### config.mk
export PLATFORM = sky130hd
export DESIGN_NAME = fifo_rd_downsizer
export DESIGN_NICKNAME = d
export VERILOG_FILES = /design/src/rtl/cdc_pkg.sv /design/src/rtl/fifo_rd_downsizer.sv
export SDC_FILE = /design/constraint.sdc
export NUM_CORES = 1
export LEC_CHECK = 0
export ABC_AREA = 1
export BUFFER_PORTS_ARGS = -buffer_cell sky130_fd_sc_hd__buf_2
export CORE_MARGIN = 2
export CORE_UTILIZATION = 27
export CTS_CLUSTER_SIZE = 28
export DETAILED_ROUTE_END_ITERATION = 10
export GPL_ROUTABILITY_DRIVEN = 1
export SLEW_MARGIN = 10
export SYNTH_ARGS = -nofsm -noshare
export SYNTH_HDL_FRONTEND = slang
export SYNTH_SLANG_ARGS = --single-unit
### constraint.sdc
create_clock -name clk -period 1.3 [get_ports clk]
set_clock_uncertainty 0.1 [all_clocks]
set_input_delay 0.065 -clock clk [delete_from_list [all_inputs] [get_ports clk]]
set_output_delay 0.065 -clock clk [all_outputs]
set_load 0.005 [all_outputs]
### src/rtl/cdc_pkg.sv
// rtl/cdc_pkg.sv - shared types and helpers for the FIFO read-side drain stage
package cdc_pkg;

  // Drain FSM: EMPTY holds nothing, SERIAL holds one word being sliced out.
  typedef enum logic [0:0] {
    EMPTY  = 1'b0,
    SERIAL = 1'b1
  } state_e;

  // Number of output beats carved from one FIFO word.
  function automatic int ratio_f(input int in_w, input int out_w);
    return in_w / out_w;
  endfunction

  // Slice counter type for the default 32->8 configuration.
  localparam int DEF_IN_W  = 32;
  localparam int DEF_OUT_W = 8;
  localparam int DEF_SEL_W = $clog2(ratio_f(DEF_IN_W, DEF_OUT_W));
  typedef logic [DEF_SEL_W-1:0] sel_t;

endpackage

### src/rtl/fifo_rd_downsizer.sv
// rtl/fifo_rd_downsizer.sv - pops wide FIFO words and streams them out as narrow beats
module fifo_rd_downsizer
  import cdc_pkg::*;
#(
  parameter int IN_W      = 32,
  parameter int OUT_W     = 8,
  parameter bit LSB_FIRST = 1'b1
) (
  input  logic             clk,
  input  logic             n_rst,
  input  logic [IN_W-1:0]  fifo_data,
  input  logic             fifo_empty,
  output logic             fifo_pop,
  input  logic             flush,
  output logic [OUT_W-1:0] m_data,
  output logic             m_valid,
  input  logic             m_ready,
  output logic             m_last,
  output logic             busy
);

  localparam int RATIO = ratio_f(IN_W, OUT_W);
  localparam int SEL_W = (RATIO > 1) ? $clog2(RATIO) : 1;
  localparam logic [SEL_W-1:0] SEL_LAST = SEL_W'(RATIO - 1);

  generate
    if ((RATIO < 2) || ((IN_W % OUT_W) != 0)) begin : g_bad_ratio
      $error("fifo_rd_downsizer: IN_W must be a multiple of OUT_W with ratio >= 2");
    end
  endgenerate

  state_e           state_q, state_d;
  logic [IN_W-1:0]  word_q, word_d;
  logic [SEL_W-1:0] sel_q, sel_d;
  logic [SEL_W-1:0] slice_idx;
  logic             accept;
  logic             last_acc;

  // Stream outputs decode purely from held state so they stay stable under backpressure.
  always_comb begin
    m_valid   = (state_q == SERIAL);
    m_last    = (state_q == SERIAL) && (sel_q == SEL_LAST);
    busy      = m_valid;
    slice_idx = LSB_FIRST ? sel_q : (SEL_LAST - sel_q);
    m_data    = '0;
    if (state_q == SERIAL) begin
      m_data = word_q[int'(slice_idx) * OUT_W +: OUT_W];
    end
  end

  // Pop when idle or when the final beat leaves, so words chain with no bubble; flush blocks it.
  always_comb begin
    accept   = m_valid && m_ready;
    last_acc = accept && m_last;
    fifo_pop = !flush && !fifo_empty && ((state_q == EMPTY) || last_acc);
  end

  // Next-state: flush wins, then reload on pop, then advance or retire on accept.
  always_comb begin
    state_d = state_q;
    word_d  = word_q;
    sel_d   = sel_q;
    if (flush) begin
      state_d = EMPTY;
      sel_d   = '0;
    end else if (fifo_pop) begin
      state_d = SERIAL;
      word_d  = fifo_data;
      sel_d   = '0;
    end else if (accept) begin
      if (m_last) begin
        state_d = EMPTY;
        sel_d   = '0;
      end else begin
        sel_d = sel_q + SEL_W'(1);
      end
    end
  end

  // State registers share the FIFO read-side asynchronous reset.
  always_ff @(posedge clk or negedge n_rst) begin
    if (!n_rst) begin
      state_q <= EMPTY;
      word_q  <= '0;
      sel_q   <= '0;
    end else begin
      state_q <= state_d;
      word_q  <= word_d;
      sel_q   <= sel_d;
    end
  end

endmodule

* Word-level counts from Yosys, hierarchy flattened *
Index checks and enable logic that the tools add are counted.

cells by class
  bitwise logic cells = 2
  shifts and indexed selects = 1
  mux-type cells = 9
  reductions and logical operators = 12
  $add $sub $neg = 1
  eq/ne operators = 1

operators by type and width
  operator                                     number
  variable part select 32 x 6 -> 8 bit         1
  two-way mux 2 bit                            4
  two-way mux 8 bit                            1
  nonzero test 3 bit                           2
  logical AND 1 bit                            5
  two-way mux 1 bit                            4
  AND reduction 2 bit                          2
  adder 2 x 1 -> 2 bit, second input constant  1
  == test 2 bit, second input constant         1
  zero test 1 bit                              2
  inverter 1 bit                               2
  logical OR 1 bit                             1

word-level totals
  bits in registers = 35
  output and inout bits = 12
  input bits = 37
  logic and storage cells = 29

* Longest topological paths before layout *
Gate-level depths: netlist (run 1).

  depth in word-level cells = 7
  gate-level depth with buffers = 8
  depth with buffers taken out = 7

* Worst setup path after synthesis (run 1) *
OpenSTA, ideal clock, no wires.

  path kind = register to register
  start point = register sel_q[0]
  end point = register word_q[0]
  stages on the path, launching flop included = 9
  setup slack = -0.007 ns
  arrival = 1.091 ns
  clock period less this slack = 1.307 ns
  path buffers = 1
  cell sequence = dfrtp_1 -> ha_1 -> nand2_1 -> nand2_2 -> nand2_4 -> inv_6 -> buf_12 -> nand2_2 -> nand2_1

between the ends
  word-level cells in the longest chain between the ends = 6

ends and longest elaborated chain
  item                           line                     RTL
  start, declared                fifo_rd_downsizer.sv:34  logic [SEL_W-1:0] sel_q, sel_d;
  start signal, assigned         fifo_rd_downsizer.sv:89  sel_q <= sel_d;
  == test 2 bit                  fifo_rd_downsizer.sv:42  m_last = (state_q == SERIAL) && (sel_q == SEL_LAST);
  logical AND 1 bit              fifo_rd_downsizer.sv:42
  logical AND 1 bit              fifo_rd_downsizer.sv:54  last_acc = accept && m_last;
  logical OR 1 bit               fifo_rd_downsizer.sv:55  fifo_pop = !flush && !fifo_empty && ((state_q == EMPTY) || last_acc);
  logical AND 1 bit              fifo_rd_downsizer.sv:55
  named net fifo_pop             fifo_rd_downsizer.sv:13  output logic fifo_pop,
  AND reduction 2 bit (no line)  n/a
  end signal, assigned           fifo_rd_downsizer.sv:88  word_q <= word_d;
  end, declared                  fifo_rd_downsizer.sv:33  logic [IN_W-1:0] word_q, word_d;

The timed path passes the listed nets, and every way through them passes these cells.
A chain may end at the register's enable or synchronous reset.

* Worst setup path in the final report (run 1) *
  start point = register sel_q[0]
  end point = output m_data[4]

between the ends
  word-level cells in the longest chain between the ends = 2

ends and longest elaborated chain
  item                                  line                     RTL
  variable part select 32 x 6 -> 8 bit  fifo_rd_downsizer.sv:47  m_data = word_q[int'(slice_idx) * OUT_W +: OUT_W];
  two-way mux 8 bit                     fifo_rd_downsizer.sv:46  if (state_q == SERIAL) begin
  end, declared                         fifo_rd_downsizer.sv:15  output logic [OUT_W-1:0] m_data,

No other way between the ends.

==> out/qor.csv, run 1 <==
stage,metric,value,unit
setup_path,"slowest stage delay, CP",0.45,ns
grt,met2 Usage GRT,25.0,%
floorplanning,I/O pins,49,
worst_hold_path,hold path depth,4,
clocking,clock tree root buffer cell,clkbuf_8,
setup_path,Required @ worst endpoint,1.13,ns
placement,routability cong.,0.763,
power_and_ir_drop,PD cells,1030,nW/um2
grt,Total Routing Usage GR,15.1,%
power_and_ir_drop,Worst VDD drop,419,uV
detailed_routing,remaining routing DRC violations,0,
setup_path,cell-by-cell trace of the critical path,buf_12 -> nand2_1 -> nand3_2 -> a21oi_2 -> buf_2,
synth,Mapped Avg Cell Area,7.32,um2
sta,final setup margin,-0.252,ns
clocking,CTS tree,yes,
floorplanning,Core Box Area,6720,um2
cells_and_area,Antenna Cells,0,
grt,grt met1 use,19.2,%
cells_and_area,layout cells sized above 1,33.8,%
sta,Worst Hold Slack,0.0105,ns
sta,# setup viols final,44,
synth,Synth Area in Simple Gates,34.7,%
synth,Syn Nets,290,
synth,yosys warns,0,
synth,Post-Synth XOR/XNOR Area,0,%
sta,worst slew pin tran,0.412,ns
synth,Cells after Synth,252,
placement,placed insts,377,
sta,slew margin rel.,72.5,%
sta,RSZ-0062 raised after global routing,yes,
grt,grt total ovfl,0,
cells_and_area,non-filler instance count after layout,432,
setup_path,CP Depth,5,
power_and_ir_drop,Leak,1.55,nW
floorplanning,Die Width,86.7,um
setup_path,critical path's slowest cell,dfrtp_2,
sta,Max Freq,644,MHz
floorplanning,Rows,30,
detailed_routing,wire length per cell,12.4,um
grt,global-route wire length before repair,8680,um
synth,Synth Area in Compound Gates,2.98,%
synth,mux contribution to synthesized area,0,%
power_and_ir_drop,total power,0.00297,W
setup_path,Worst EP arrival,1.39,ns
grt,largest net degree at the start of global routing,20,
placement,hpwl dp,3320,um
setup_path,Buf/Inv on CP,2,
synth,Post-Synth Adder-Cell Area,0.678,%
synth,register area share after synthesis,47.5,%
detailed_routing,WL final,5340,um
synth,Netlist Area Pre-Place,1850,um2
grt,initial antenna violation count,0,
detailed_routing,first drt pass iteration count,4,
setup_path,worst-path fanout max,7,
clocking,clk buf depth,2,
sta,Final Slew Violations,0,
setup_path,Setup crit start kind,register,
clocking,"CTS clk-pin slew, worst paths",0.07,ns
floorplanning,Die Area,7510,um2
detailed_routing,via count,1862,
placement,PortBufs,48,
run,MaxCap Viol Count,0,
setup_path,CP Capture Type,output port,
floorplanning,Starting Density,27.5,%
worst_hold_path,HP Class,primary input to register,
setup_path,Crit path max-delay family,flip-flops,
clocking,clock buffer count from CTS,5,
synth,Netlist cell types,16,
cells_and_area,Layout Nets,389,
setup_path,cells on worst reg2reg path,8,
grt,GR Util met3,3.52,%
detailed_routing,drt via density,4.31,
clocking,worst skew pair latency,0.29,ns
cells_and_area,most frequent cells in the layout,"118 x nand2_1, 49 x buf_2, 36 x dlygate4sd3_1, 34 x inv_1, 34 x dfrtp_1",
synth,"flops & latches, synth",35,
run_status,status,finished with violations,
sta,Final period util,119,%
grt,number of global-route vias before repair,1848,
clocking,H-tree levels,2,
clocking,CTS Sinks,35,
detailed_routing,DRT iter0 DRCs,35,
synth,largest family of logic cells by synthesized area,simple AND/OR/NAND/NOR gates,
grt,Top Usage Layer GRT,met2,
cells_and_area,Layout area overhead,56.3,%
detailed_routing,remaining antenna violation count after routing,0,
sta,fin crit period,1.55,ns
setup_path,worst setup path category,register to output port,
run_status,failing checks,negative setup slack,
sta,"Hold Vio Cnt, Final",0,
floorplanning,Die Span Y,86.7,um
cells_and_area,"commonest non-fill, non-tap cell in the layout",nand2_1,
[timing repair]
| item | CTS | global route |
|---|---|---|
| pin swaps | 6 | 3 |
| gates cloned | 4 | 0 |
| endpoints found under the hold margin | 70 | 0 |
| buffers inserted | 7 | 0 |
| endpoints found under the setup margin | 42 | 44 |
| hold buffers | 36 | 0 |
| resized for setup | 29 | 20 |
[synthesized netlist by cell type]
cell	count	area, um2
nor2_1	3	11.3
nand2_4	1	11.3
buf_12	1	20.0
buf_4	4	30.0
inv_6	1	8.76
buf_2	1	5.00
nand2_2	10	62.6
ha_1	1	12.5
dfrtp_1	35	876
buf_6	5	56.3
inv_4	1	6.26
nor3_1	1	5.00
inv_1	36	135
nand3_1	17	85.1
a21oi_1	11	55.1
nand2_1	124	465
[kinds of logic (layout without fill, tap and decap cells)]
kind of cell / Yosys count / in the layout
AOI/OAI and AO/OA: 11 / 11
adders and majority gates: 1 / 1
buffers and inverters: 49 / 149
DFF: 35 / 35
and+or+nand+nor: 156 / 156
[path summary, 6_finish.rpt]
check                            from  slack [ns]          to
setup reg to reg             sel_q[0]       -0.21  word_q[22]
setup / recovery             sel_q[0]       -0.25   m_data[4]
hold reg to reg            word_q[16]        0.38  word_q[16]
hold / removal                m_ready        0.01    sel_q[1]
max in group asynchronous       n_rst        0.51   word_q[6]
min in group asynchronous       n_rst        0.14  word_q[28]
[worst min-delay path, cell delays in order]
cell,delay [ns]
buf_2,0.12
nand2_1,0.07
nand2_1,0.07
a21oi_2,0.05
[flip-flops by register name, indices dropped and copies added, names as in the netlist]
signal  cells
word_q     32
sel_q       2
busy        1
[metal layers]
metal / up-vias / share of wire [%]
li1: 939 / -
met1: 875 / 46
met2: 38 / 48
met3: 10 / 4.0
met4: 0 / 1.6
met5: - / 0
[where the power goes]
part	leakage (nW)	internal, W	total, W	switching, W
logic	1.06	0.000351	0.000735	0.000385
registers	0.436	0.00125	0.00135	0.0000922
clock network	0.0515	0.000484	0.000890	0.000406
[final cells by class]
cell class	instances	area (um2)
timing repair buffer	100	778
sequential	35	877
multi-input combinational	168	831
timing repair inverter	3	31.3
fill	693	3830
clock buffer	8	100
inverter	38	166
tap	80	100
[metrics by stage]
| step | utilization (%) | instance area [um2] | setup TNS (ns) | setup slack [ns] |
|---|---|---|---|---|
| finish | 42.9 | 2880 | -8.71 | -0.252 |
| global route | 42.9 | 2880 | -11.45 | -0.312 |
| CTS | 41.8 | 2810 | -8.87 | -0.248 |
| detailed placement | 32.2 | 2160 | -1.19 | -0.0542 |
| global placement | 32.2 | 2160 | -0.292 | -0.0277 |
| floorplan | - | 1850 | 0 | 0.0238 |
(Power assumes the default switching activity.)
==> run 2: changes to the inputs <==
--- a/config.mk
+++ b/config.mk
@@ -7,6 +7,7 @@
 export LEC_CHECK = 0
 export ABC_AREA = 1
 export BUFFER_PORTS_ARGS = -buffer_cell sky130_fd_sc_hd__buf_2
+export CORE_ASPECT_RATIO = 1.2
 export CORE_MARGIN = 2
 export CORE_UTILIZATION = 27
 export CTS_CLUSTER_SIZE = 28
==> out/qor.csv, run 2 (synthesis results as in run 1) <==
stage,metric,value,unit,change
cells_and_area,Layout Nets,399,,+2.6%
floorplanning,Rows,33,,+10%
cells_and_area,most frequent cells in the layout,"86 x nand2_1, 47 x buf_2, 38 x nand2_2, 35 x dlygate4sd3_1",,
setup_path,cells on worst reg2reg path,9,,+1
floorplanning,Starting Density,27.4,%,-0.046 points
clocking,clk buf depth,2,,unchanged
setup_path,worst-path fanout max,9,,+2
grt,grt total ovfl,0,,unchanged
cells_and_area,layout filler cell count,648,,-6.5%
setup_path,Setup crit start kind,register,,
sta,Max Freq,619,MHz,-4.0%
clocking,CTS tree,yes,,
sta,Final period util,124,%,+4.9 points
placement,PortBufs,48,,unchanged
setup_path,Reg2Reg Setup Slack,-0.27,ns,-0.06 ns
cells_and_area,non-filler instance count after layout,449,,+3.9%
detailed_routing,remaining antenna violation count after routing,0,,unchanged
detailed_routing,drt via density,4.36,,+1.2%
sta,RSZ-0062 raised after global routing,yes,,
placement,hpwl dp,3270,um,-1.6%
cells_and_area,Biggest register,word_q,,
sta,"Hold Vio Cnt, Final",0,,unchanged
worst_hold_path,hold path depth,3,,-1
setup_path,Worst EP arrival,1.45,ns,+0.06 ns
clocking,CTS Sinks,35,,unchanged
sta,final setup margin,-0.316,ns,-0.0639 ns
placement,routability cong.,0.752,,-1.5%
grt,largest net degree at the start of global routing,20,,unchanged
grt,Total Routing Usage GR,14.9,%,-0.18 points
sta,fin crit period,1.62,ns,+0.0639 ns
cells_and_area,layout cells sized above 1,44.5,%,+11 points
power_and_ir_drop,Leak,1.76,nW,+13%
sta,# setup viols final,44,,unchanged
clocking,clock buffer count from CTS,5,,unchanged
detailed_routing,first drt pass iteration count,4,,unchanged
grt,global-route wire length before repair,8480,um,-2.3%
setup_path,cell-by-cell trace of the critical path,buf_12 -> nand2_1 -> nand3_1 -> a21oi_1 -> buf_2,,
detailed_routing,wire length per cell,12.8,um,+3.8%
setup_path,worst setup path category,register to output port,,
run_status,status,finished with violations,,
sta,setup TNS,-10.58,ns,-1.87 ns
floorplanning,Die Span Y,94.6,um,+9.1%
worst_hold_path,Hold EP,sel_q[1],,
floorplanning,Die Area,7520,um2,about the same
detailed_routing,DRT iter0 DRCs,134,,+280%
setup_path,Crit path max-delay family,flip-flops,,
power_and_ir_drop,Worst VDD drop,472,uV,+13%
floorplanning,I/O pins,49,,unchanged
cells_and_area,max reg flops,32,,unchanged
setup_path,worst r2r dst,word_q[21],,
cells_and_area,"commonest non-fill, non-tap cell in the layout",nand2_1,,
clocking,clock tree root buffer cell,clkbuf_8,,
clocking,H-tree levels,2,,unchanged
sta,worst slew pin tran,0.489,ns,+0.0769 ns
detailed_routing,WL final,5770,um,+7.9%
detailed_routing,via count,1959,,+5.2%
floorplanning,Core Box Area,6730,um2,+0.17%
detailed_routing,remaining routing DRC violations,0,,unchanged
floorplanning,Die Width,79.5,um,-8.3%
run_status,failing checks,negative setup slack,,
grt,initial antenna violation count,0,,unchanged
power_and_ir_drop,PD cells,960,nW/um2,-6.8%
setup_path,critical path's slowest cell,dfrtp_2,,
placement,placed insts,384,,+1.9%
cells_and_area,Layout area overhead,75.5,%,
sta,Final Slew Violations,0,,unchanged
setup_path,CP Capture Type,output port,,
setup_path,Buf/Inv on CP,2,,unchanged
setup_path,"slowest stage delay, CP",0.46,ns,about the same
clocking,"CTS clk-pin slew, worst paths",0.07,ns,about the same
setup_path,Required @ worst endpoint,1.13,ns,about the same
clocking,worst skew pair latency,0.29,ns,about the same
cells_and_area,Antenna Cells,0,,unchanged
worst_hold_path,hold wc startpoint,m_ready,,
setup_path,r2r startpoint,sel_q[0],,
sta,slew margin rel.,67.4,%,-5.1 points
run,MaxCap Viol Count,0,,unchanged
grt,number of global-route vias before repair,1876,,+1.5%
worst_hold_path,HP Class,primary input to register,,
==> run 2: cell count changes in the layout (fill, tap and decap cells not counted), sizes merged <==
cell | previous run | this run
buf | 64 | 75
inv | 40 | 38
clkbuf | 8 | 9
clkinv | 0 | 1
dlygate4sd3 | 36 | 35
==> run 2: tightest hold or removal path, stage by stage <==
cell,delay (ns)
buf_2,0.13
nand3_1,0.10
a21oi_2,0.06
==> run 2: layout make-up <==
type | count | area [um2] | area share [%]
inverters | 38 | 171 | 5.29
clock buffers | 8 | 100 | 3.09
well taps | 87 | 109 | 3.36
repair inverters | 2 | 50.0 | 1.54
flip-flops and latches | 35 | 877 | 27.1
repair buffers | 111 | 981 | 30.3
multi-input cells | 168 | 951 | 29.4
==> run 2: metrics by stage <==
stage                     cell area (um2)  hold WS (ns)  setup slack [ns]  power (W)  util [%]
after floorplan                      1850        -0.331            0.0238    0.00170         -
after global placement               2170       -0.0513           -0.0540    0.00189      32.3
after detailed placement             2170       -0.0531           -0.0800    0.00190      32.3
after CTS                            2920       -0.0303            -0.270    0.00299      43.4
after global routing                 3240       0.00365            -0.382    0.00329      48.1
final                                3240       0.00401            -0.316    0.00311      48.1
==> run 2: routing by layer <==
layer | track usage [%] | up-vias | wire [um]
met1 | 18.1 | 931 | 2360
li1 | - | 967 | -
met5 | 0 | - | 0
met3 | 3.54 | 13 | 256
met2 | 25.3 | 48 | 3000
met4 | 5.89 | 0 | 149
==> run 2: worst max-delay path by stage <==
stage / start / endpoint / slack, ns / cells after the start
floorplan: sel_q[0] / word_q[0] / 0.02 / 8
global placement: sel_q[1] / fifo_pop / -0.05 / 6
detailed placement: sel_q[0] / word_q[10] / -0.08 / 7
CTS: sel_q[1] / word_q[27] / -0.27 / 9
global route: sel_q[0] / m_data[0] / -0.38 / 6
finish: sel_q[0] / m_data[1] / -0.32 / 5
==> run 2: power breakdown <==
| group | switching [W] | total [W] | internal (W) | leakage, nW |
|---|---|---|---|---|
| registers | 0.000113 | 0.00137 | 0.00125 | 0.436 |
| clock network | 0.000387 | 0.000871 | 0.000483 | 0.0515 |
| logic | 0.000437 | 0.000870 | 0.000433 | 1.27 |
==> run 2: what timing repair did <==
action / CTS / global route
hold buffers: 35 / 0
gates resized for setup: 55 / 44
setup buffers: 4 / 12
gates cloned: 5 / 1
endpoints found under the setup margin: 42 / 44
endpoints found under the hold margin: 70 / 0
pin swaps: 19 / 3
==> run 3: changes to the inputs <==
--- a/config.mk
+++ b/config.mk
@@ -5,7 +5,6 @@
 export SDC_FILE = /design/constraint.sdc
 export NUM_CORES = 1
 export LEC_CHECK = 0
-export ABC_AREA = 1
 export BUFFER_PORTS_ARGS = -buffer_cell sky130_fd_sc_hd__buf_2
 export CORE_ASPECT_RATIO = 1.2
 export CORE_MARGIN = 2
@@ -13,6 +12,7 @@
 export CTS_CLUSTER_SIZE = 28
 export DETAILED_ROUTE_END_ITERATION = 10
 export GPL_ROUTABILITY_DRIVEN = 1
+export REMOVE_ABC_BUFFERS = 1
 export SLEW_MARGIN = 10
 export SYNTH_ARGS = -nofsm -noshare
 export SYNTH_HDL_FRONTEND = slang
==> out/qor.csv, run 3 <==
stage,metric,value,unit,change
run_status,status,finished with violations,,
run_status,failing checks,negative setup slack,,
floorplanning,Core Box Area,5710,um2,-15%
cells_and_area,max reg flops,32,,unchanged
setup_path,Setup crit start kind,register,,
detailed_routing,remaining antenna violation count after routing,0,,unchanged
cells_and_area,layout filler cell count,536,,-17%
synth,number of synthesized flops with an enable pin,0,,unchanged
clocking,CTS Sinks,35,,unchanged
synth,yosys warns,0,,unchanged
grt,largest net degree at the start of global routing,36,,+80%
grt,number of global-route vias before repair,1402,,-25%
detailed_routing,DRT iter0 DRCs,66,,-51%
clocking,clk buf depth,2,,unchanged
power_and_ir_drop,Worst VDD drop,579,uV,+23%
placement,PortBufs,48,,unchanged
setup_path,CP Capture Type,register,,
sta,Final Slew Violations,0,,unchanged
synth,most common library cells after synthesis,"35 x dfrtp_1, 28 x mux2_2, 17 x mux2i_1, 8 x o22ai_1, 4 x mux2_1",,
power_and_ir_drop,PD cells,1080,nW/um2,+13%
cells_and_area,design area,2720,um2,-16%
sta,slew margin rel.,68.8,%,+1.4 points
synth,Synth area leaders,"dfrtp_1 54%, mux2_2 19%, mux2i_1 11%",,
clocking,H-tree levels,2,,unchanged
detailed_routing,drt via density,4.35,,-0.35%
cells_and_area,register area,876,um2,-0.14%
floorplanning,Die Width,74.7,um,-6.1%
clocking,CTS tree,yes,,
sta,final setup margin,-0.454,ns,-0.138 ns
grt,Total Routing Usage GR,14.4,%,-0.46 points
synth,Cells after Synth,114,,-55%
grt,initial antenna violation count,0,,unchanged
setup_path,Worst EP arrival,1.81,ns,+0.36 ns
clocking,clock buffer count from CTS,5,,unchanged
synth,Netlist cell types,19,,+3
placement,routability cong.,0.700,,-6.9%
synth,share of flip-flops with an asynchronous set or reset,100,%,unchanged
cells_and_area,most frequent cells in the layout,"47 x buf_2, 35 x dfrtp_1, 35 x dlygate4sd3_1, 27 x mux2_4, 17 x mux2i_1",,
placement,hpwl dp,2500,um,-24%
sta,Max Freq,570,MHz,-7.9%
floorplanning,Rows,30,,-9.1%
run,MaxCap Viol Count,0,,unchanged
cells_and_area,Biggest register,word_q,,
synth,Netlist Area Pre-Place,1620,um2,-12%
sta,# setup viols final,44,,unchanged
synth,Mapped Avg Cell Area,14.2,um2,+94%
grt,global-route wire length before repair,7080,um,-17%
clocking,"CTS clk-pin slew, worst paths",0.07,ns,about the same
floorplanning,Die Span Y,88.8,um,-6.1%
floorplanning,Starting Density,28.4,%,+0.93 points
detailed_routing,via count,1287,,-34%
clocking,worst skew pair latency,0.28,ns,about the same
placement,Place WS,-0.435,ns,-0.355 ns
sta,Final period util,135,%,+11 points
cells_and_area,Multi-input gate area,822,um2,-14%
sta,worst slew pin tran,0.468,ns,-0.0206 ns
detailed_routing,first drt pass iteration count,4,,unchanged
detailed_routing,WL final,4360,um,-24%
sta,"Hold Vio Cnt, Final",0,,unchanged
cells_and_area,Layout Nets,254,,-36%
detailed_routing,remaining routing DRC violations,0,,unchanged
cells_and_area,final core utilization,47.7,%,-0.43 points
detailed_routing,wire length per cell,14.7,um,+15%
grt,grt total ovfl,0,,unchanged
setup_path,Required @ worst endpoint,1.36,ns,+0.23 ns
cells_and_area,Antenna Cells,0,,unchanged
cells_and_area,layout cells sized above 1,53.2,%,+8.8 points
setup_path,worst setup path category,register to register,,
synth,most frequent cell after synthesis,dfrtp_1,,
floorplanning,I/O pins,49,,unchanged
cells_and_area,"commonest non-fill, non-tap cell in the layout",buf_2,,
sta,RSZ-0062 raised after global routing,yes,,
cells_and_area,Layout area overhead,68.2,%,
worst_hold_path,HP Class,primary input to register,,
synth,register area share after synthesis,54.1,%,+6.7 points
synth,cell type with the largest total area after synthesis,dfrtp_1,,
setup_path,worst-path fanout max,6,,-3
floorplanning,Die Area,6630,um2,-12%
synth,"flops & latches, synth",35,,unchanged
synth,ys flop type,dfrtp_1,,
sta,fin crit period,1.75,ns,+0.138 ns
power_and_ir_drop,Leak,1.24,nW,-29%
synth,top cell type's share of synthesized area,54.1,%,+6.7 points
placement,placed cell area,2000,um2,-7.8%
clocking,clock tree root buffer cell,clkbuf_8,,
-- run 3: changes by cell type after synthesis, moves of 2 or more --
cell	delta
nand2b_1	+2
a21oi_1	-9
mux2i_1	+17
o22ai_1	+8
mux2_2	+28
buf_4	-3
inv_1	-36
nor2_1	-3
nand3_1	-17
buf_2	+2
nand2_1	-121
nand2_2	-9
mux2_1	+4
buf_6	-2
-- run 3: through the flow --
stage | setup TNS (ns) | power [W] | hold WS [ns] | instances
final | -16.67 | 0.00294 | 0.145 | 296
after global routing | -19.63 | 0.00311 | 0.148 | 296
after CTS | -16.52 | 0.00293 | 0.139 | 295
after detailed placement | -14.44 | 0.00190 | 0.0338 | 246
after global placement | -13.10 | 0.00188 | 0.0274 | 246
after floorplan | -51.45 | 0.00168 | -0.331 | 106
-- run 3: cell families (layout without fill, tap and decap cells) --
family          count (synthesis)  after routing  synth area share (%)
fa+ha+maj                       1              1                 0.773
compound gates                 12             12                  5.49
simple gates                    9              9                  3.09
buf+inv                         8            110                  3.71
mux                            49             49                  32.8
flops                          35             35                  54.1
-- run 3: where the power goes --
| part | leakage [nW] | switching [W] | internal (W) |
|---|---|---|---|
| Combinational | 0.781 | 0.000245 | 0.000509 |
| Clock | 0.0470 | 0.000377 | 0.000415 |
| Sequential | 0.416 | 0.000112 | 0.00129 |
-- run 3: worst max-delay path, cell delays in order (launching register included) --
cell	delay (ns)
dfrtp_1	0.35
ha_2	0.19
nand2_2	0.07
a211oi_4	0.27
buf_6	0.17
buf_12	0.12
mux2_2	0.34
-- run 3: worst paths after layout --
check | cells after the start | from | slack (ns) | endpoint
max | 6 | sel_q[1] | -0.45 | word_q[14]
min | 4 | m_ready | 0.15 | sel_q[0]
max reg2reg | 6 | sel_q[1] | -0.45 | word_q[14]
min reg2reg | 1 | word_q[7] | 0.41 | word_q[7]
max in group asynchronous | 3 | n_rst | 0.50 | word_q[31]
min in group asynchronous | 3 | n_rst | 0.26 | word_q[6]
-- run 3: final cells by class --
cell class              instances  area share, %
flip-flops and latches         35           32.2
well taps                      80           3.68
clock buffers                   6           3.03
multi-input cells              71           30.2
repair buffers                103           30.7
clock inverters                 1          0.184
-- run 3: what timing repair did --
action                     in CTS  in global routing
pin swaps                       4                  0
hold buffers                   35                  0
hold endpoints to repair       70                  0
setup endpoints to repair      44                 44
resized for setup              37                  8
setup buffers                   6                  1
gates cloned                    2                  1
-- run 3: metal layers --
metal / track usage [%] / up-vias / wire length (um)
met5: 0 / - / 0
met4: 5.36 / 0 / 70
met3: 2.51 / 7 / 139
met2: 23.9 / 29 / 2180
met1: 18.8 / 631 / 1980
li1: - / 620 / -
